[config.mk]
export PLATFORM = sky130hd
export DESIGN_NAME = uart_rx_frame
export DESIGN_NICKNAME = d
export VERILOG_FILES = /design/src/rtl/uart_pkg.sv /design/src/rtl/uart_sync2.sv /design/src/rtl/uart_rx_frame.sv
export SDC_FILE = /design/constraint.sdc
export NUM_CORES = 1
export LEC_CHECK = 0
export CORE_MARGIN = 2
export CORE_UTILIZATION = 51
export CTS_BUF_LIST = sky130_fd_sc_hd__clkbuf_4 sky130_fd_sc_hd__clkbuf_8 sky130_fd_sc_hd__clkbuf_16
export CTS_CLUSTER_SIZE = 20
export DETAILED_ROUTE_END_ITERATION = 12
export PLACE_DENSITY = 0.75
export SETUP_SLACK_MARGIN = 0.5
export SLEW_MARGIN = 25
export SYNTH_ARGS = -nofsm -noshare
export SYNTH_HDL_FRONTEND = slang
export SYNTH_SLANG_ARGS = --single-unit
[constraint.sdc]
create_clock -name i_Clock -period 1.7 [get_ports i_Clock]
set_input_delay 0.425 -clock i_Clock [delete_from_list [all_inputs] [get_ports i_Clock]]
set_output_delay 0.425 -clock i_Clock [all_outputs]
set_load 0.02 [all_outputs]
[src/rtl/uart_pkg.sv]
// Shared UART definitions used by the RX and TX blocks.
//  - Parity mode encodings.
//  - Receiver FSM state type.
package uart_pkg;

  localparam int PAR_NONE = 0;
  localparam int PAR_ODD  = 1;
  localparam int PAR_EVEN = 2;

  typedef enum logic [2:0] {
    RX_IDLE,
    RX_START,
    RX_DATA,
    RX_PARITY,
    RX_STOP,
    RX_BREAK_WAIT
  } rx_state_e;

endpackage

[src/rtl/uart_sync2.sv]
// Two-flop synchroniser for a single asynchronous input.
// Both flops reset to 1, which matches an idle-high serial line.
//  i_clk    in  destination clock
//  i_rst    in  synchronous, active-high reset
//  i_async  in  asynchronous input
//  o_sync   out synchronised output (two clocks of latency)
module uart_sync2 (
  input  logic i_clk,
  input  logic i_rst,
  input  logic i_async,
  output logic o_sync
);

  logic meta_q, meta_d;
  logic sync_q, sync_d;

  always_comb begin
    meta_d = i_async;
    sync_d = meta_q;
  end

  always_ff @(posedge i_clk) begin
    if (i_rst) begin
      meta_q <= 1'b1;
      sync_q <= 1'b1;
    end else begin
      meta_q <= meta_d;
      sync_q <= sync_d;
    end
  end

  assign o_sync = sync_q;

endmodule

[src/rtl/uart_rx_frame.sv]
// Parametrised UART receiver: DATA_BITS data bits (LSB first), optional
// odd/even parity, one or two stop bits. Reports parity and framing errors
// with every frame, rejects false starts and reports a line break once.
//  i_Clock       in   system clock
//  i_Reset       in   synchronous, active-high reset
//  i_RX_Serial   in   asynchronous serial line, idle high
//  o_RX_DV       out  one-cycle pulse: frame complete, outputs below valid
//  o_RX_Byte     out  received data, held until next o_RX_DV
//  o_Parity_Err  out  parity mismatch on the flagged frame
//  o_Frame_Err   out  a stop bit sampled low on the flagged frame
//  o_RX_Active   out  high from a confirmed start bit until frame completion
module uart_rx_frame
  import uart_pkg::*;
#(
  parameter int CLKS_PER_BIT = 87,
  parameter int DATA_BITS    = 8,
  parameter int PARITY       = 0,
  parameter int STOP_BITS    = 1
) (
  input  logic                 i_Clock,
  input  logic                 i_Reset,
  input  logic                 i_RX_Serial,
  output logic                 o_RX_DV,
  output logic [DATA_BITS-1:0] o_RX_Byte,
  output logic                 o_Parity_Err,
  output logic                 o_Frame_Err,
  output logic                 o_RX_Active
);

  localparam int CW = $clog2(CLKS_PER_BIT);
  localparam int BW = $clog2(DATA_BITS);

  localparam logic [CW-1:0] CNT_MID  = CW'((CLKS_PER_BIT - 1) / 2);
  localparam logic [CW-1:0] CNT_END  = CW'(CLKS_PER_BIT - 1);
  localparam logic [BW-1:0] BIT_LAST = BW'(DATA_BITS - 1);
  localparam logic          STOP_LAST = (STOP_BITS == 2);

  logic line;

  uart_sync2 u_sync (
    .i_clk   (i_Clock),
    .i_rst   (i_Reset),
    .i_async (i_RX_Serial),
    .o_sync  (line)
  );

  rx_state_e            state_q, state_d;
  logic [CW-1:0]        cnt_q, cnt_d;
  logic [BW-1:0]        bit_q, bit_d;
  logic                 stop_q, stop_d;
  logic [DATA_BITS-1:0] shift_q, shift_d;
  logic                 par_acc_q, par_acc_d;
  logic                 par_pend_q, par_pend_d;
  logic                 frm_pend_q, frm_pend_d;
  logic                 dv_q, dv_d;
  logic [DATA_BITS-1:0] byte_q, byte_d;
  logic                 perr_q, perr_d;
  logic                 ferr_q, ferr_d;
  logic                 active_q, active_d;
  logic                 par_exp;

  always_comb begin
    state_d    = state_q;
    cnt_d      = cnt_q;
    bit_d      = bit_q;
    stop_d     = stop_q;
    shift_d    = shift_q;
    par_acc_d  = par_acc_q;
    par_pend_d = par_pend_q;
    frm_pend_d = frm_pend_q;
    dv_d       = 1'b0;
    byte_d     = byte_q;
    perr_d     = perr_q;
    ferr_d     = ferr_q;
    active_d   = active_q;
    // Even parity expects the XOR of the data bits; odd expects its complement.
    par_exp    = (PARITY == PAR_EVEN) ? par_acc_q : ~par_acc_q;

    case (state_q)
      RX_IDLE: begin
        if (!line) begin
          state_d = RX_START;
          cnt_d   = '0;
        end
      end

      RX_START: begin
        if (cnt_q == CNT_MID) begin
          cnt_d = '0;
          if (line) begin
            // Glitch shorter than half a bit: drop it silently.
            state_d = RX_IDLE;
          end else begin
            state_d    = RX_DATA;
            active_d   = 1'b1;
            bit_d      = '0;
            stop_d     = 1'b0;
            par_acc_d  = 1'b0;
            par_pend_d = 1'b0;
            frm_pend_d = 1'b0;
          end
        end else begin
          cnt_d = cnt_q + 1'b1;
        end
      end

      RX_DATA: begin
        if (cnt_q == CNT_END) begin
          cnt_d          = '0;
          shift_d[bit_q] = line;
          par_acc_d      = par_acc_q ^ line;
          if (bit_q == BIT_LAST) begin
            bit_d   = '0;
            state_d = (PARITY != PAR_NONE) ? RX_PARITY : RX_STOP;
          end else begin
            bit_d = bit_q + 1'b1;
          end
        end else begin
          cnt_d = cnt_q + 1'b1;
        end
      end

      RX_PARITY: begin
        if (cnt_q == CNT_END) begin
          cnt_d   = '0;
          state_d = RX_STOP;
          if (line != par_exp) par_pend_d = 1'b1;
        end else begin
          cnt_d = cnt_q + 1'b1;
        end
      end

      RX_STOP: begin
        if (cnt_q == CNT_END) begin
          cnt_d = '0;
          if (stop_q == STOP_LAST) begin
            // Outputs are registered, so DV appears one clock after this sample.
            dv_d     = 1'b1;
            byte_d   = shift_q;
            perr_d   = par_pend_q;
            ferr_d   = frm_pend_q | ~line;
            active_d = 1'b0;
            // A low final stop bit means a break may be in progress; wait for
            // the line to recover instead of re-triggering on the held low.
            state_d  = line ? RX_IDLE : RX_BREAK_WAIT;
          end else begin
            stop_d = 1'b1;
            if (!line) frm_pend_d = 1'b1;
          end
        end else begin
          cnt_d = cnt_q + 1'b1;
        end
      end

      RX_BREAK_WAIT: begin
        if (line) state_d = RX_IDLE;
      end

      default: state_d = RX_IDLE;
    endcase
  end

  always_ff @(posedge i_Clock) begin
    if (i_Reset) begin
      state_q    <= RX_IDLE;
      cnt_q      <= '0;
      bit_q      <= '0;
      stop_q     <= 1'b0;
      shift_q    <= '0;
      par_acc_q  <= 1'b0;
      par_pend_q <= 1'b0;
      frm_pend_q <= 1'b0;
      dv_q       <= 1'b0;
      byte_q     <= '0;
      perr_q     <= 1'b0;
      ferr_q     <= 1'b0;
      active_q   <= 1'b0;
    end else begin
      state_q    <= state_d;
      cnt_q      <= cnt_d;
      bit_q      <= bit_d;
      stop_q     <= stop_d;
      shift_q    <= shift_d;
      par_acc_q  <= par_acc_d;
      par_pend_q <= par_pend_d;
      frm_pend_q <= frm_pend_d;
      dv_q       <= dv_d;
      byte_q     <= byte_d;
      perr_q     <= perr_d;
      ferr_q     <= ferr_d;
      active_q   <= active_d;
    end
  end

  assign o_RX_DV      = dv_q;
  assign o_RX_Byte    = byte_q;
  assign o_Parity_Err = perr_q;
  assign o_Frame_Err  = ferr_q;
  assign o_RX_Active  = active_q;

endmodule

Word-level counts from Yosys, hierarchy flattened
Cells that the tools add are included.
{ "word_totals": {"register_bits": 39, "inputBits": 3, "elab_cells": 106} }
{ "classes": {"magnitude_cmp": 2, "n_eq_ne": 21, "n_reduce_logical": 17, "add_sub_neg": 2, "bitwise_logic": 7, "n_mux": 42} }
{ "ops": {"columns": ["cell", "count"], "rows": [
  ["$mux W3", 13],
  ["$ne A2 B2 Y1 const B", 11],
  ["$mux W7", 3],
  ["$pmux W7 S3", 1],
  ["$pmux W3 S6", 1],
  ["$mux W1", 15],
  ["$pmux W1 S2", 5],
  ["$reduce_and A5 Y1", 2],
  ["$eq A3 B3 Y1 const B", 3],
  ["$bwmux W8", 1],
  ["$reduce_and A4 Y1", 2],
  ["$reduce_and A8 Y1", 1],
  ["$add A7 B1 Y7 const B", 1],
  ["$eq A7 B6 Y1 const B", 1],
  ["$eq A7 B7 Y1 const B", 1],
  ["$eq A3 B2 Y1 const B", 2],
  ["$pmux W3 S2", 1],
  ["$reduce_and A6 Y1", 1],
  ["$reduce_bool A2 Y1", 3],
  ["$reduce_or A3 Y1", 2],
  ["$not A1 Y1", 5],
  ["$lt A3 B4 Y1 const B", 1],
  ["$reduce_and A2 Y1", 2],
  ["$add A3 B1 Y3 const B", 1],
  ["other kinds (12)", 12]
]} }

Logic depth before layout (Yosys ltp)
Gate-level depths: netlist of run 1.
{ "logic_depth": {"ltp_word": 5, "ltp_mapped": 8} }

By module
A second synthesis of run 1 with hierarchy kept.
{ "hier_totals": {"hier_cells": 219, "hier_area_um2": 1796.7} }
{ "modules_own_cells": {"columns": ["mod", "instances", "area_per_inst_um2", "cells_per_inst", "seq_area_each_um2"], "rows": [
  ["uart_rx_frame", 1, 1744.2, 215, 720.7],
  ["uart_sync2", 1, 52.6, 4, 40.0]
]} }

Worst setup path after synthesis of run 1
Ideal clock, no wire load.
{ "synth_path": {"path_kind": "reg-to-reg", "startpoint": "register state_q[0]", "endpoint": "register cnt_q[4]", "setup_slack_ps": 76, "required_time_ps": 1577, "setup_ps": 123, "synth_period_minus_slack_ps": 1624, "path_stages_with_launch": 7, "path_buffers": 1, "arrival_ps": 1500, "cell_sequence": "dfxtp_1 buf_2 nor2_1 mux2i_2 and4_2 xnor2_1 nor2_1"} }
{ "synth_between": {"elab_chain_len": 4, "word_cells_on_any_way": 10, "classes_between": "eq/ne (5); mux (1); reduce/logical (4)"} }
{ "synth_rtl": {"columns": ["element", "line", "text"], "rows": [
  ["start: declaration", "uart_rx_frame.sv:47", "rx_state_e state_q, state_d;"],
  ["start signal: assignment", "uart_rx_frame.sv:179", "state_q <= state_d;"],
  ["$eq A3 B3 Y1 / $eq A3 B2 Y1 (equally long branches)", "uart_rx_frame.sv:79", "case (state_q)"],
  ["$reduce_or A3 Y1 (no line)", null, null],
  ["$reduce_bool A3 Y1 (no line)", null, null],
  ["$reduce_and A2 Y1 (no line)", null, null],
  ["end signal: assignment", "uart_rx_frame.sv:180", "cnt_q <= cnt_d;"],
  ["end: declaration", "uart_rx_frame.sv:48", "logic [CW-1:0] cnt_q, cnt_d;"]
]} }
Several ways; a longest one is shown, not always the timed one.
A chain may end at the register's enable or synchronous reset.

Final worst setup path of run 1
{ "layout_path": {"startpoint": "register cnt_q[6]", "endpoint": "register bit_q[0]"} }
{ "layout_between": {"elab_chain_len": 3, "word_cells_on_any_way": 5, "classes_between": "eq/ne (4); reduce/logical (1)"} }
{ "layout_rtl": {"columns": ["element", "line", "text"], "rows": [
  ["$eq A7 B7 Y1 / $eq A7 B6 Y1 (equally long branches)", "uart_rx_frame.sv:108, uart_rx_frame.sv:88", null],
  ["$ne A2 B2 Y1 (no line)", null, null],
  ["$reduce_and A4 Y1 (no line) (*)", null, null],
  ["end signal: assignment", "uart_rx_frame.sv:181", "bit_q <= bit_d;"],
  ["end: declaration", "uart_rx_frame.sv:49", "logic [BW-1:0] bit_q, bit_d;"]
]} }
Mark *: on every way between the ends. The rest lies on a longest branch, timed or not.

==> results of run 1 <==
-- critical path, delay by kind of cell (launching register included) --
kind / cells / cell delay, ps
AOI/OAI and AO/OA: 1 / 220
DFF: 1 / 350
and+or+nand+nor: 4 / 990
-- power breakdown --
group,leakage [µW],internal [µW],switching [µW]
sequential,0.000316,896,6.93
clock,0.0000312,161,313
combinational,0.000487,63.5,66.3
-- area by class of cell --
| type | count | area, µm² | area share |
|---|---|---|---|
| timing repair buffer | 44 | 422.9 | 0.1832 |
| tap | 46 | 57.56 | 0.02493 |
| inverter | 2 | 7.507 | 0.003252 |
| sequential | 38 | 787.0 | 0.3409 |
| clock inverter | 3 | 21.27 | 0.009214 |
| multi-input combinational | 140 | 974.7 | 0.4222 |
| clock buffer | 5 | 37.54 | 0.01626 |
-- per-layer routing --
layer | up-vias | wire length (µm) | global-route usage
met3 | 7 | 192 | 0.07246
met2 | 38 | 2066 | 0.3709
li1 | 745 | - | -
met4 | 0 | 78 | 0.08611
met5 | - | 0 | 0
met1 | 742 | 1751 | 0.2616
-- metrics by stage --
| step | power, µW | hold WS (ps) |
|---|---|---|
| after CTS | 1502 | 438.8 |
| after global routing | 1578 | 447.5 |
| final | 1506 | 432.1 |
| after global placement | 1015 | 397.1 |
| after detailed placement | 1021 | 407.0 |
| after floorplan | 984.0 | 389.5 |
-- cells by family after synthesis --
| logic type | count (synthesis) | share of synthesized area |
|---|---|---|
| multiplexers | 7 | 0.04285 |
| AND/OR/NAND/NOR | 91 | 0.2832 |
| buffers and inverters | 13 | 0.04721 |
| AO/OA/AOI/OAI | 31 | 0.1206 |
| XOR/XNOR | 7 | 0.03559 |
| flip-flops | 38 | 0.4415 |
| adder cells (fa/ha/maj) | 4 | 0.02905 |
-- path summary, 6_finish.rpt --
kind,from,end,slack (ps),depth (start not counted)
min,u_sync.meta_q,u_sync.o_sync,430,1
min reg2reg,u_sync.meta_q,u_sync.o_sync,430,1
max reg2reg,cnt_q[6],bit_q[0],30,5
max,cnt_q[6],bit_q[0],30,5
-- registers in the layout, summed over array words and instances, names as in the netlist --
signal / cells
cnt_q: 7
u_sync.o_sync: 1
o_RX_Active: 1
o_RX_Byte: 8
shift_q: 8
frm_pend_q: 1
o_Parity_Err: 1
par_pend_q: 1
state_q: 3
o_Frame_Err: 1
o_RX_DV: 1
u_sync.meta_q: 1
bit_q: 3
par_acc_q: 1
-- cell usage in the layout (no fill, tap or decap), types with 3 or more instances in the layout --
master / count
a21oi_1: 18
ha_1: 3
nor2_1: 19
xnor2_1: 3
or3_1: 3
nand2_1: 24
mux2i_1: 6
dfxtp_2: 15
clkbuf_4: 5
buf_6: 20
nor2_2: 3
nor3_2: 4
nand3_1: 6
nand4_1: 4
xor2_1: 4
nor2b_1: 3
dfxtp_1: 21
buf_4: 21
-- repair_timing --
action | CTS | global route
gates cloned | 1 | 0
endpoints found under the hold margin | 0 | 0
endpoints found under the setup margin | 48 | 48
setup buffers | 8 | 7
hold buffers | 0 | 0
pin swaps | 10 | 9
gates resized for setup | 96 | 19
==> out/qor.yml, run 1 <==
ant_nets: 0
outcome: "complete, no violations"
syn_inst: 191
die_w_um: 62.12
nFillCells: 254
crit_arrival_ps: 1920
synthTopCellsByCount: "38 x dfxtp_1, 25 x nand2_1, 23 x nor2_1"
initial_core_util: 0.5246
die_h_um: 62.12
overflow: 0
gp_congestion: 0.7750
worst_pin_slew_ps: 401.5
cp_slowest_cell: "or4b_4"
synth.cell_area_um2: 1723
dp_cells: 254
wl_per_cell_um: 14.71
final_cell_count_no_fill: 278
grt_pass1_vias: 1530
diodes: 0
clock_latency_ps: 350
cts_root_buf: "clkbuf_4"
dpl_cell_area_um2: 2001
slew_violations: 0
hold_viol_final: 0
fin_util: 0.7029
cts_buffers: 5
worst_ep_required_time_ps: 1950
hpwl_um: 2525
final_cell_area_um2: 2308
final_nets: 238
ir_drop_v: 0.0005352
slew_headroom: 0.7271
crit_fanout: 7
skew_ps: 8.461
cts_tree: "yes"
clk_path_buf_depth: 2
hold_class: "flop to flop"
pre_cts_slack_ps: 11.94
postLayoutSetupSlackWorst_ps: 29.17
drt-initial-drc-count: 71
drv_cap: 0
clock-sinks: 38
rows: 21
tns_ps: 0
area_delta_synth_final_pct: 33.99
rsz0062_at_grt: "true"
grt_pass1_wl_um: 6775
start_kind: "flop"
syn_nets: 198
synth.most_common_cell: "dfxtp_1"
core_um2: 3284
synth-edff-count: 0
slowest_delay_ps: 550
firstDrtPassIters: 4
cp-end-kind: "flop"
antenna_found_initial: 0
avgSynthCellArea_um2: 9.020
async_flop_share: 0
die-area_um2: 3859
ios: 15
ys_ff_latch: 38
synth_warnings: 0
ys_types: 41
yosysTopAreaCell: "dfxtp_1"
ys.flop_type: "dfxtp_1"
p_per_area_nw_per_um2: 652.6
timing.fmax_mhz: 598.5
critical_path_class: "flop to flop"
setup_viol_count_final: 0
period_needed_ps: 1671
wirelength_um: 4089
grt_max_degree: 32
drc_errors: 0
grt_usage: 0.2206
cp_cell_sequence: "or4b_4, nor3_4, nand3_2, a31oi_1, nor2_1"
h-tree-depth: 2
synth.area.top_cells: "dfxtp_1 44%, nand2_1 5.4%, a21oi_1 5.2%"
yosysTopAreaCellShare: 0.4415
ys_seq_area_frac: 0.4415
drive_above_1_share: 0.4267
avgViaCountPerCell: 5.511
num_vias: 1532
clk_pin_slew_ps: 120
p_leak_uw: 0.0008346
fin_crit_sh: 0.9828
io_buffers: 14
Power figures use the tool's default switching activity.
==> inputs of run 2 (changes only) <==
--- a/config.mk
+++ b/config.mk
@@ -11,7 +11,7 @@
 export CTS_CLUSTER_SIZE = 20
 export DETAILED_ROUTE_END_ITERATION = 12
 export PLACE_DENSITY = 0.75
-export SETUP_SLACK_MARGIN = 0.5
+export SETUP_SLACK_MARGIN = 0.3
 export SLEW_MARGIN = 25
 export SYNTH_ARGS = -nofsm -noshare
 export SYNTH_HDL_FRONTEND = slang
==> run 2 against run 1 <==
The flow now finishes with violations (negative setup slack). Cell count down 0.72%. Maximum frequency down 2.0%. Utilization down 0.42 points. Worst hold slack worse by 16 ps. Cell area down 0.60%. Register-to-register slack worse by 30 ps. Wire length up 6.2%. Sequential share of layout area down 0.40 points. Combinational power down 5%.
==> out/qor.yml, run 2 (synthesized netlist as in run 1, its figures left out) <==
slew_headroom: 0.7635
die_h_um: 62.12
worst_pin_slew_ps: 354.3
wl_met3_um: 202
gp_congestion: 0.8805
period_needed_ps: 1704
hpwl_um: 2548
slew_violations: 0
h-tree-depth: 2
overflow: 0
drc_errors: 0
crit_fanout: 7
postLayoutSetupSlackWorst_ps: -4.490
core_um2: 3284
timing.fmax_mhz: 586.7
drive_above_1_share: 0.3957
drv_cap: 0
wl_met1_um: 1846
hold_class: "flop to flop"
hold_viol_final: 0
wl_per_cell_um: 15.73
wirelength_um: 4341
initial_core_util: 0.5246
p_total_uw: 1804
cts_root_buf: "clkbuf_4"
clock_latency_ps: 350
rsz0062_at_grt: "true"
cts_tree: "yes"
diodes: 0
grt_pass1_wl_um: 6920
fin_util: 0.6987
clk_pin_slew_ps: 120
r2r-start: "cnt_q[2]"
cts_hold_buf: 0
p_leak_uw: 0.0008247
cts_buffers: 5
cp-end-kind: "flop"
top_layer: "met4"
worstHoldEndpoint: "u_sync.o_sync"
io_buffers: 14
whs_path_depth: 1
area_delta_synth_final_pct: 33.19
antenna_found_initial: 0
ant_nets: 0
grt_usage: 0.2239
ir_drop_v: 0.0006912
grt_max_degree: 32
rrSetupSlack_ps: -4
grt_pass1_vias: 1475
final_nets: 236
num_vias: 1525
skew_ps: 8.518
firstDrtPassIters: 4
clock-sinks: 38
ios: 15
hold_start: "u_sync.meta_q"
avgViaCountPerCell: 5.525
die_w_um: 62.12
pre_cts_slack_ps: 30.27
rows: 21
reg2reg_to: "cnt_q[0]"
p_per_area_nw_per_um2: 786.1
die-area_um2: 3859
start_kind: "flop"
layout_commonest_cell: "dfxtp_1"
met2WireLength_um: 2249
clk_path_buf_depth: 2
crit_arrival_ps: 1940
fin_crit_sh: 1.003
reg2regPathDepth: 5
drt-initial-drc-count: 65
critical_path_class: "flop to flop"
setup_viol_count_final: 2
outcome: "complete, but fails checks"
violations: "negative setup slack"
final_cell_mix: "32 x dfxtp_1, 24 x nand2_1, 21 x buf_4, 19 x nor2_1, 17 x a21oi_1"
worst_ep_required_time_ps: 1940
run 2: worst max path at each step:
stage	startpoint	end	slack, ps	cells past startpoint
final	cnt_q[2]	cnt_q[0]	-4	5
after CTS	cnt_q[2]	cnt_q[0]	60	5
after floorplan	cnt_q[2]	cnt_q[1]	100	5
after global routing	cnt_q[6]	bit_q[0]	-70	6
after global placement	cnt_q[2]	cnt_q[1]	90	5
after detailed placement	cnt_q[2]	cnt_q[0]	30	5
run 2: timing repair:
action                                  in CTS  in global routing
gates resized for setup                     51                 33
pin swaps                                   11                 14
buffers inserted                            10                  2
gates cloned                                 0                  1
endpoints found under the setup margin      47                 46
endpoints found under the hold margin        0                  0
run 2: layout make-up:
class,count,area (µm²)
Timing Repair Buffer,42,321.6
Sequential cell,38,773.2
Multi-Input combinational cell,140,1028
Inverter,2,7.507
Clock inverter,3,68.82
Tap cell,46,57.56
Fill cell,247,989.7
Clock buffer,5,37.54
run 2: metrics by stage:
| stage | setup TNS [ps] | cell area, µm² | hold slack [ps] | std cells |
|---|---|---|---|---|
| finish | -5.329 | 2295 | 416.2 | 276 |
| global route | -345.3 | 2295 | 414.3 | 276 |
| CTS | 0 | 2255 | 422.1 | 273 |
| detailed placement | 0 | 2008 | 394.5 | 255 |
| global placement | 0 | 2008 | 394.7 | 255 |
| floorplan | 0 | 1759 | 389.5 | 191 |
run 2: metal layers:
| metal | vias to the layer above | global-route usage |
|---|---|---|
| met2 | 40 | 0.3818 |
| met4 | 0 | 0.06389 |
| li1 | 743 | - |
| met5 | - | 0 |
| met1 | 736 | 0.2784 |
| met3 | 6 | 0.06159 |
run 2: power breakdown:
group | internal, µW | switching [µW] | leakage, µW
clock | 460 | 314 | 0.0000554
combinational | 58.9 | 65.0 | 0.000459
sequential | 896 | 9.77 | 0.000310
total | 1420 | 389 | 0.000825
run 2: critical path: stages, from the launching register on:
cell      delay, ps
dfxtp_4         370
or4b_4          520
nor3_4          190
a22oi_2         130
o211ai_4        290
nor2_1          100
